**config.mk**
```make
export PLATFORM = sky130hd
export DESIGN_NAME = mmio_uart_tx
export DESIGN_NICKNAME = d
export VERILOG_FILES = /design/src/rtl/mmio_uart_tx.sv
export SDC_FILE = /design/constraint.sdc
export NUM_CORES = 1
export LEC_CHECK = 0
export ABC_AREA = 1
export BUFFER_PORTS_ARGS = -buffer_cell sky130_fd_sc_hd__buf_2
export CAP_MARGIN = 40
export CORE_MARGIN = 3
export CORE_UTILIZATION = 41
export CTS_CLUSTER_SIZE = 8
export DETAILED_ROUTE_END_ITERATION = 10
export SLEW_MARGIN = 10
export SYNTH_ARGS = -nofsm -noshare
export SYNTH_HDL_FRONTEND = slang
export SYNTH_SLANG_ARGS = --single-unit
```
**constraint.sdc**
```tcl
create_clock -name clk -period 3 [get_ports clk]
set_input_delay 0.3 -clock clk [delete_from_list [all_inputs] [get_ports clk]]
set_output_delay 0.3 -clock clk [all_outputs]
set_load 0.02 [all_outputs]
```
**src/rtl/mmio_uart_tx.sv**
```systemverilog
// Store-bus snooping UART transmitter: bytes stored to TX_ADDR are queued in a
// FIFO and shifted out as 8N1 frames on tx without ever stalling the core.
module mmio_uart_tx #(
  parameter int          CLKS_PER_BIT = 16,
  parameter int          FIFO_DEPTH   = 8,
  parameter logic [31:0] TX_ADDR      = 32'hFFFF_FFF0
) (
  input  logic                          clk,
  input  logic                          rst,
  input  logic                          MemWrite,
  input  logic [31:0]                   DataAddr,
  input  logic [31:0]                   WriteData,
  output logic                          tx,
  output logic                          tx_busy,
  output logic [$clog2(FIFO_DEPTH):0]   fifo_count,
  output logic                          overflow
);

  localparam int AW = $clog2(FIFO_DEPTH);
  localparam int CW = AW + 1;
  localparam int BW = $clog2(CLKS_PER_BIT);

  typedef enum logic [1:0] {
    IDLE  = 2'd0,
    START = 2'd1,
    DATA  = 2'd2,
    STOP  = 2'd3
  } state_t;

  state_t          state_q, state_d;
  logic [BW-1:0]   baud_q, baud_d;
  logic [2:0]      bit_q, bit_d;
  logic [7:0]      shift_q, shift_d;
  logic            tx_q, tx_d;
  logic            busy_q, busy_d;
  logic            overflow_q, overflow_d;
  logic [AW-1:0]   wptr_q, wptr_d;
  logic [AW-1:0]   rptr_q, rptr_d;
  logic [CW-1:0]   count_q, count_d;
  logic [7:0]      mem_q [FIFO_DEPTH];
  logic [7:0]      mem_d [FIFO_DEPTH];

  logic            push_s, pop_s, full_s, accept_s, last_s, nonempty_s;
  logic            unused_s;

  assign unused_s = &{1'b0, WriteData[31:8]};

  // Transmit FSM next state; a pop happens on leaving IDLE or on the last STOP cycle.
  always_comb begin
    state_d    = state_q;
    baud_d     = baud_q;
    bit_d      = bit_q;
    shift_d    = shift_q;
    tx_d       = tx_q;
    pop_s      = 1'b0;
    nonempty_s = (count_q != CW'(0));
    last_s     = (baud_q == BW'(CLKS_PER_BIT - 1));
    case (state_q)
      IDLE: begin
        baud_d = BW'(0);
        if (nonempty_s) begin
          pop_s   = 1'b1;
          shift_d = mem_q[rptr_q];
          state_d = START;
          tx_d    = 1'b0;
        end else begin
          tx_d = 1'b1;
        end
      end
      START: begin
        if (last_s) begin
          baud_d  = BW'(0);
          bit_d   = 3'd0;
          state_d = DATA;
          tx_d    = shift_q[0];
        end else begin
          baud_d = baud_q + BW'(1);
        end
      end
      DATA: begin
        if (last_s) begin
          baud_d  = BW'(0);
          shift_d = {1'b0, shift_q[7:1]};
          if (bit_q == 3'd7) begin
            state_d = STOP;
            tx_d    = 1'b1;
          end else begin
            bit_d = bit_q + 3'd1;
            tx_d  = shift_q[1];
          end
        end else begin
          baud_d = baud_q + BW'(1);
        end
      end
      STOP: begin
        if (last_s) begin
          baud_d = BW'(0);
          if (nonempty_s) begin
            pop_s   = 1'b1;
            shift_d = mem_q[rptr_q];
            state_d = START;
            tx_d    = 1'b0;
          end else begin
            state_d = IDLE;
            tx_d    = 1'b1;
          end
        end else begin
          baud_d = baud_q + BW'(1);
        end
      end
      default: begin
        state_d = IDLE;
        baud_d  = BW'(0);
        tx_d    = 1'b1;
      end
    endcase
  end

  // FIFO bookkeeping; a full FIFO still accepts a push when a pop frees a slot.
  always_comb begin
    push_s     = MemWrite && (DataAddr == TX_ADDR);
    full_s     = (count_q == CW'(FIFO_DEPTH));
    accept_s   = push_s && (!full_s || pop_s);
    overflow_d = overflow_q || (push_s && full_s && !pop_s);
    mem_d      = mem_q;
    wptr_d     = wptr_q;
    rptr_d     = rptr_q;
    if (accept_s) begin
      mem_d[wptr_q] = WriteData[7:0];
      wptr_d        = wptr_q + AW'(1);
    end else begin
      wptr_d = wptr_q;
    end
    if (pop_s) begin
      rptr_d = rptr_q + AW'(1);
    end else begin
      rptr_d = rptr_q;
    end
    if (accept_s && !pop_s) begin
      count_d = count_q + CW'(1);
    end else if (pop_s && !accept_s) begin
      count_d = count_q - CW'(1);
    end else begin
      count_d = count_q;
    end
    busy_d = (state_d != IDLE) || (count_d != CW'(0));
  end

  // State and output registers; reset drives tx high without waiting for an edge.
  always_ff @(posedge clk or posedge rst) begin
    if (rst) begin
      state_q    <= IDLE;
      baud_q     <= BW'(0);
      bit_q      <= 3'd0;
      shift_q    <= 8'h00;
      tx_q       <= 1'b1;
      busy_q     <= 1'b0;
      overflow_q <= 1'b0;
      wptr_q     <= AW'(0);
      rptr_q     <= AW'(0);
      count_q    <= CW'(0);
      for (int i = 0; i < FIFO_DEPTH; i++) begin
        mem_q[i] <= 8'h00;
      end
    end else begin
      state_q    <= state_d;
      baud_q     <= baud_d;
      bit_q      <= bit_d;
      shift_q    <= shift_d;
      tx_q       <= tx_d;
      busy_q     <= busy_d;
      overflow_q <= overflow_d;
      wptr_q     <= wptr_d;
      rptr_q     <= rptr_d;
      count_q    <= count_d;
      mem_q      <= mem_d;
    end
  end

  assign tx         = tx_q;
  assign tx_busy    = busy_q;
  assign fifo_count = count_q;
  assign overflow   = overflow_q;

endmodule

```
# Yosys cells after proc, flatten, opt, wreduce, memory -nomap -nowiden
# Index checks and enable logic that the tools add are counted.
[totals]
ff_bits = 94
input_bits = 67
output_inout_bits = 7
elab_cells = 97
[classes]
n_addsub = 6
n_lt_le_gt_ge = 3
n_eq_ne = 11
muxes = 34
bitwise = 2
reduce_logical = 23
[ops]
columns = ["operator", "n"]
rows = [
  ["$bwmux 64", 1],
  ["$mux 8", 6],
  ["$eq 32x32->1 const B", 1],
  ["$bmux 8 s3", 1],
  ["$demux 8 s3", 1],
  ["$pmux 8 s3", 1],
  ["$mux 4", 3],
  ["$mux 2", 5],
  ["$add 3x1->3 const B", 3],
  ["$mux 3", 3],
  ["$add 4x1->4 const B", 2],
  ["$eq 4x4->1 const B", 2],
  ["$ge 4x4->1 const B", 2],
  ["$mux 1", 8],
  ["$ne 2x2->1 const B", 4],
  ["$not 3->4", 2],
  ["$pmux 2 s4", 1],
  ["$pmux 4 s2", 1],
  ["$reduce_bool 4->1", 2],
  ["$logic_and 1x1->1", 7],
  ["$pmux 3 s2", 1],
  ["$reduce_and 3->1", 2],
  ["$eq 2x2->1 const B", 2],
  ["$lt 4x1->1 const B", 1],
  ["other kinds (12)", 17],
]

# Logic depth before layout (Yosys ltp)
# Gate-level depths: netlist (run 1).
[depth]
ltp_word = 12
ltp_mapped = 14
depth_no_buf = 14

# Least setup slack after synthesis (run 1)
# Ideal clock, no wire load.
[synth_timing]
kind = "flip-flop to flip-flop"
startpoint = "register count_q[0] (netlist: fifo_count[0])"
endpoint = "register mem_q[47] (netlist name)"
setup_ps = 123
arrival_time_ps = 2004
required_ps = 2877
slack_ps = 873
stages_incl_launch_ff = 15
n_path_buf = 2
synth_period_minus_slack_ps = 2127
path_cell_list = "dfrtp_1 > inv_1 > ha_1 > nand2_1 > nor2_2 > nor2_4 > nand2_4 > nand2_4 > inv_2 > nor2_8 > buf_6 > nand4_4 > buf_6 > nand2_1 > o21ai_2"
[synth_between]
elab_chain_cells = 6
elab_cells_between_ends = 8
cone_classes = "eq/ne: 1; mux: 3; reduce/logical: 4"
[synth_lines]
columns = ["item", "line_no", "rtl"]
rows = [
  ["start, declared", "39", "logic [CW-1:0] count_q, count_d;"],
  ["start signal, assigned", "175", "count_q <= count_d;"],
  ["$reduce_bool 4->1", "56", "nonempty_s = (count_q != CW'(0));"],
  ["$mux 1", "61, 98", ""],
  ["$mux 1", "96", "if (last_s) begin"],
  ["$pmux 1 s2", "58", "case (state_q)"],
  ["$logic_or 1x1->1 (*)", "123", "accept_s = push_s && (!full_s || pop_s);"],
  ["$logic_and 1x1->1 (*)", "123", ""],
  ["end signal, assigned", "176", "mem_q <= mem_d;"],
  ["end, declared", "40", "logic [7:0] mem_q [FIFO_DEPTH];"],
]
# Every way passes the cells marked *; elsewhere a longest branch is shown, timed or not.
# A chain may end at the register's enable or synchronous reset.

# Final worst setup path (run 1)
[layout_timing]
startpoint = "register count_q[0] (netlist: fifo_count[0])"
endpoint = "register mem_q[32] (netlist name)"
# The elaborated chain is that of the path after synthesis.

==> results of run 1 <==
## cells by family after synthesis
group | share of synthesized area, %
AND/OR/NAND/NOR | 24.2
AO/OA/AOI/OAI | 16.5
flip-flops | 49.1
buffers and inverters | 5.49
adder cells (fa/ha/maj) | 3.13
XOR/XNOR | 1.46
## synthesized netlist by cell type
library cell,n,share of area [%]
nand2_2,1,0.13
nand4_2,4,1.0
nand4_4,4,1.8
buf_1,1,0.078
a31oi_1,1,0.13
inv_1,36,2.8
o211ai_1,1,0.16
o21bai_1,1,0.16
nor2_1,61,4.8
o31ai_1,2,0.31
clkbuf_1,15,1.2
nand4_1,8,1.0
nand2_1,150,12
o21ai_1,62,6.5
nor2_4,1,0.24
nand2_4,2,0.47
clkinv_1,1,0.078
dfrtp_1,93,49
nand3_1,21,2.2
inv_2,2,0.16
xor2_1,8,1.5
ha_1,12,3.1
nor2_8,1,0.42
o21ai_0,49,5.1
and2_1,1,0.13
buf_6,5,1.2
o221ai_1,3,0.55
a21oi_1,15,1.6
nor2_2,2,0.26
o21ai_2,2,0.37
dfstp_2,1,0.55
o22ai_1,13,1.7
## worst max-delay path: stages (launching register included)
cell	delay [ps]
dfrtp_1	420
inv_1	120
ha_1	240
nand2_1	110
nor2_2	70
nor2_4	100
nand2_4	110
nand2_4	80
inv_2	60
nor2_8	280
nand4_2	520
o21ai_1	330
## cells in the final DEF, fill, tap and decap left out
master	n
dfrtp_1	93
a31oi_1	1
nand3_1	21
and2_1	1
nor2_4	1
nand2_2	1
nand2_1	150
clkinv_2	1
inv_2	2
nand4_4	4
nor2_2	2
o21ai_1	62
o211ai_1	1
nand2_4	2
o22ai_1	13
buf_12	2
xor2_1	8
nand4_2	4
o21ai_0	49
buf_4	6
a21oi_1	15
clkbuf_1	5
clkinv_1	1
clkinvlp_4	1
o21bai_1	1
nor2_8	1
nand4_1	8
clkbuf_16	9
o21ai_2	2
ha_1	12
o221ai_1	3
nor2_1	61
dlygate4sd3_1	1
inv_1	35
o31ai_1	2
dfstp_2	1
buf_2	49
## per-stage QoR
step	setup WS [ps]	utilization (%)	cell area [um2]
after global placement	576	46.3	5150
after floorplan	253	-	4790
after CTS	460	48.9	5440
final	455	48.9	5440
after global routing	229	48.9	5440
after detailed placement	473	46.6	5180
## area by class of cell
class,count,area share (%)
Clock inverter,1,0.138
Sequential cell,94,43.3
Multi-Input combinational cell,425,39.9
Clock buffer,14,4.48
Tap cell,140,3.22
Inverter,39,2.71
Timing Repair Buffer,58,6.25
## metal layers
metal / track usage [%] / vias to the layer above / share of wire [%]
met5: 0 / - / 0
met4: 5.15 / 0 / 1.2
met3: 3.65 / 12 / 4.9
met2: 31.2 / 80 / 48
met1: 24.7 / 1891 / 46
li1: - / 2032 / -
## registers in the layout, summed over array words and instances (netlist names)
signal and flops:
tx 1, tx_busy 1, shift_q 8, baud_q 4, bit_q 3, mem_q 64
fifo_count 4, wptr_q 3, rptr_q 3, state_q 2, overflow 1
## worst max-delay path by stage
stage / startpoint / end / slack, ps / cells past startpoint
6_report: fifo_count[0] / mem_q[32] / 450 / 11
5_1_grt: fifo_count[0] / mem_q[34] / 230 / 12
4_1_cts: fifo_count[0] / mem_q[34] / 460 / 12
3_5_place_dp: fifo_count[0] / mem_q[34] / 470 / 12
3_3_place_gp: fifo_count[0] / mem_q[15] / 580 / 12
2_1_floorplan: rst / baud_q[0] / 250 / 1
## power groups by stage
stage | registers [uW] | clock network (uW) | logic, uW
after global routing | 1270 | 1080 | 102
after CTS | 1270 | 1040 | 91.9
after detailed placement | 1290 | 0 | 90.8
final | 1270 | 1000 | 88.6
after global placement | 1290 | 0 | 85.7
after floorplan | 1290 | 0 | 38.2
==> results.json, run 1 <==
{
  "status": "completed",
  "gp_congestion": 0.810,
  "p_seq_share_pct": 53.7,
  "hp-start": "WriteData[6]",
  "ant_nets": 0,
  "whs_ps": 331,
  "p_sw_share_pct": 21.3,
  "holdPathStages": 3,
  "rsz0062_at_grt": "no",
  "min_delay_worst_endpoint": "mem_q[30]",
  "ys_seq_area_share_pct": 49.1,
  "avgSynthCellArea_um2": 8.27,
  "p_leak_uw": 0.00262,
  "rr_endpoint": "mem_q[32]",
  "die_w_um": 114,
  "crit_type": "reg -> reg",
  "h-tree-depth": 3,
  "ys_warn_count": 0,
  "cts_tree": "done",
  "tns_ps": 0,
  "core_area_um2": 11100,
  "first_iter_violations": 201,
  "grt-ovfl-total": 0,
  "worst_pin_slew_ps": 605,
  "clkTransAtPathRegs_ps": 60,
  "drv_cap": 0,
  "clockPowerShare_pct": 42.5,
  "post_cts_resized": 0,
  "ys_types": 32,
  "slew_headroom_pct": 59.7,
  "antenna_found_initial": 0,
  "worstPathArrival_ps": 2780,
  "die_h_um": 114,
  "cts_root_buf": "clkbuf_16",
  "ys_ff_latch": 94,
  "netlist_area_um2": 4790,
  "grt_first_pass_wirelength_um": 19000,
  "drt_wl_total_um": 11400,
  "portBuffers": 49,
  "drc": 0,
  "hold_violations": 0,
  "grt_pass1_vias": 3835,
  "vias_per_cell": 5.21,
  "fin_nets": 706,
  "min_period_ps": 2550,
  "drive_gt1_share_pct": 13.9,
  "worst_setup_path_start_kind": "register",
  "post-dp-hpwl_um": 7550,
  "required_ps": 3240,
  "grt_max_degree": 39,
  "start_util_pct": 43.0,
  "routedWlPerCell_um": 14.8,
  "fp-row-count": 38,
  "n_fill_cell": 1132,
  "boundaryPins": 74,
  "cp-end-kind": "register",
  "diodes": 0,
  "reg2regPathDepth": 11,
  "fmax_mhz": 393,
  "power.internal_uw": 1860,
  "cts.sinks": 94,
  "power_density_nw_per_um2": 434,
  "numCtsBuffers": 9,
  "syn_nets": 658,
  "finalSetupViolCount": 0,
  "syn_inst": 579,
  "peakVddDrop_mv": 0.317,
  "critPathMaxFanout": 16,
  "cts_setup_buffers": 0,
  "cts_buffer_depth": 2,
  "slew_violations": 0,
  "r2r_slack_ps": 450,
  "clk_latency_ps": 340,
  "finClkSkew_ps": 4.84,
  "timing.rr.start": "fifo_count[0]",
  "multi_input_area_um2": 2170,
  "p_sw_uw": 502,
  "areaGrowthSynthToFinish_pct": 13.6,
  "cts_hold_buf": 1,
  "hp-class": "in -> reg",
  "firstDrtPassIters": 4,
  "fin_cells": 771,
  "fin_crit_sh_pct": 84.8,
  "grt_usage_pct": 18.6,
  "vias": 4015,
  "combPwrFrac_pct": 3.8,
  "die_area_um2": 13000,
  "seq_area_um2": 2350,
  "p_total_uw": 2360,
  "dp.cells": 755
}
Power figures use the tool's default switching activity.
==> run 2, diff against run 1 <==
Clock period 3 ns to 2.5 ns, I/O delays scaled along.
==> run 2 against run 1 <==
Compared with the run above:
- setup slack worse by 220 ps
- global-route usage decreased by 0.23 points
- via count grew 0.22%
- clock-buffer cell count is 2 lower
- cell count is 0.65% higher
- sequential share of layout area fell by 0.65 points
- critical path depth grew 1
- total power grew 28%
- utilization increased by 0.74 points
- wire length decreased by 1.2%
- combinational power rose by 16%
- critical path type unchanged
- largest power group unchanged
==> results.json, run 2 (same netlist as run 1, synthesis figures left out) <==
{
  "peakVddDrop_mv": 0.416,
  "first_iter_violations": 206,
  "top_register": "mem_q",
  "grt_usage_pct": 18.4,
  "die_w_um": 114,
  "slew_violations": 0,
  "grt_pass1_vias": 4020,
  "status": "completed",
  "cp_slowest_cell": "dfrtp_1",
  "vias": 4024,
  "drv_cap": 0,
  "finClkSkew_ps": 5.74,
  "cts_setup_buffers": 0,
  "diodes": 0,
  "grt_first_pass_wirelength_um": 19100,
  "boundaryPins": 74,
  "grt-ovfl-total": 0,
  "power.internal_uw": 2410,
  "fin_nets": 711,
  "final_common_cell": "nand2_1",
  "crit_type": "reg -> reg",
  "firstDrtPassIters": 4,
  "p_sw_uw": 618,
  "min_period_ps": 2260,
  "fin_cells": 776,
  "antenna_found_initial": 0,
  "worst_pin_slew_ps": 718,
  "slew_headroom_pct": 52.1,
  "hold_violations": 0,
  "areaGrowthSynthToFinish_pct": 15.3,
  "rsz0062_at_grt": "no",
  "cp-end-kind": "register",
  "cts_buffer_depth": 2,
  "worst_setup_path_start_kind": "register",
  "die_area_um2": 13000,
  "h-tree-depth": 3,
  "cts_root_buf": "clkbuf_16",
  "layout_common_cells": "150 x nand2_1, 93 x dfrtp_1, 62 x o21ai_1, 61 x nor2_1",
  "numCtsBuffers": 9,
  "power_density_nw_per_um2": 547,
  "p_seq_share_pct": 50.3,
  "clk_latency_ps": 330,
  "drc": 0,
  "vias_per_cell": 5.19,
  "hp-class": "in -> async",
  "top_regs": "mem_q x64, shift_q x8",
  "die_h_um": 114,
  "finalSetupViolCount": 0,
  "post_cts_resized": 0,
  "cts.sinks": 94,
  "p_total_uw": 3020,
  "portBuffers": 49,
  "cts_hold_buf": 0,
  "critPathMaxFanout": 16,
  "gp_congestion": 0.823,
  "fin_crit_sh_pct": 90.5,
  "worstPathArrival_ps": 2470,
  "fmax_mhz": 442,
  "start_util_pct": 43.0,
  "required_ps": 2710,
  "core_area_um2": 11100,
  "reg2regPathDepth": 12,
  "max_stage_delay_ps": 420,
  "ant_nets": 0,
  "cts_tree": "done",
  "fp-row-count": 38,
  "combPwrFrac_pct": 3.4,
  "drt_wl_total_um": 11300,
  "tns_ps": 0,
  "p_leak_uw": 0.00267,
  "post-dp-hpwl_um": 7630,
  "clkTransAtPathRegs_ps": 60,
  "drive_gt1_share_pct": 15.6,
  "clockPowerShare_pct": 46.3,
  "routedWlPerCell_um": 14.5,
  "largest_reg_flops": 64,
  "dp.cells": 761,
  "grt_max_degree": 34,
  "p_sw_share_pct": 20.5,
  "path_cells": "inv_1 > ha_1 > nand2_1 > nor2_2 > nor2_4 > nand2_4 > nand2_4 > inv_2 > nor2_8 > nand4_4 > nand2_1 > o21ai_1"
}
run 2: cell count changes in the layout (fill, tap and decap cells not counted):
| cell | before | now |
|---|---|---|
| buf_12 | 2 | 1 |
| buf_4 | 6 | 13 |
| bufinv_16 | 0 | 1 |
| clkbuf_1 | 5 | 0 |
| clkbuf_8 | 0 | 3 |
| clkinvlp_4 | 1 | 2 |
| dlygate4sd3_1 | 1 | 0 |
run 2: layer usage:
metal / vias to the layer above / global-route usage [%] / part of all wire (%)
li1: 2045 / - / -
met3: 12 / 3.91 / 4.6
met2: 89 / 30.0 / 48
met4: 0 / 5.38 / 1.1
met5: - / 0 / 0
met1: 1878 / 24.8 / 46
run 2: final timing paths:
| check | startpoint | end | slack, ps |
|---|---|---|---|
| worst max-delay path | fifo_count[0] | mem_q[54] | 240 |
| worst min-delay path | rst | mem_q[36] | 20 |
| worst max register to register | fifo_count[0] | mem_q[54] | 240 |
| worst min register to register | baud_q[0] | baud_q[0] | 460 |
| max in group asynchronous | rst | mem_q[30] | 1640 |
| min in group clk | WriteData[1] | mem_q[49] | 280 |
run 2: layout make-up:
type | count | area, um2
Clock buffer | 12 | 267
Clock inverter | 3 | 42.5
Fill cell | 1080 | 5600
Inverter | 39 | 150
Multi-Input combinational cell | 425 | 2170
Sequential cell | 94 | 2350
Tap cell | 140 | 175
Timing Repair Buffer | 63 | 363
run 2: critical path: cells and delay by family, from the launching register on:
kind                       cells  cell delay [ps]
and+or+nand+nor                8             1220
DFF                            1              420
adders and majority gates      1              240
buffers and inverters          2              170
AOI/OAI and AO/OA              1               80
run 2: per-stage QoR:
| step | worst slack (ps) | hold WS (ps) | utilization (%) | cell area (um2) |
|---|---|---|---|---|
| 2_1_floorplan | 373 | 430 | - | 4790 |
| 3_3_place_gp | 274 | 394 | 46.9 | 5220 |
| 3_5_place_dp | 235 | 398 | 46.9 | 5220 |
| 4_1_cts | 204 | 34.0 | 49.7 | 5520 |
| 5_1_grt | 4.94 | 60.8 | 49.7 | 5520 |
| 6_report | 238 | 24.6 | 49.7 | 5520 |
run 2: power by group through the flow:
stage / Sequential, uW / Clock, uW / Combinational, uW
floorplan: 1550 / 0 / 46.2
global placement: 1550 / 0 / 104
detailed placement: 1550 / 0 / 106
CTS: 1520 / 1440 / 106
global route: 1520 / 1500 / 119
finish: 1520 / 1400 / 103
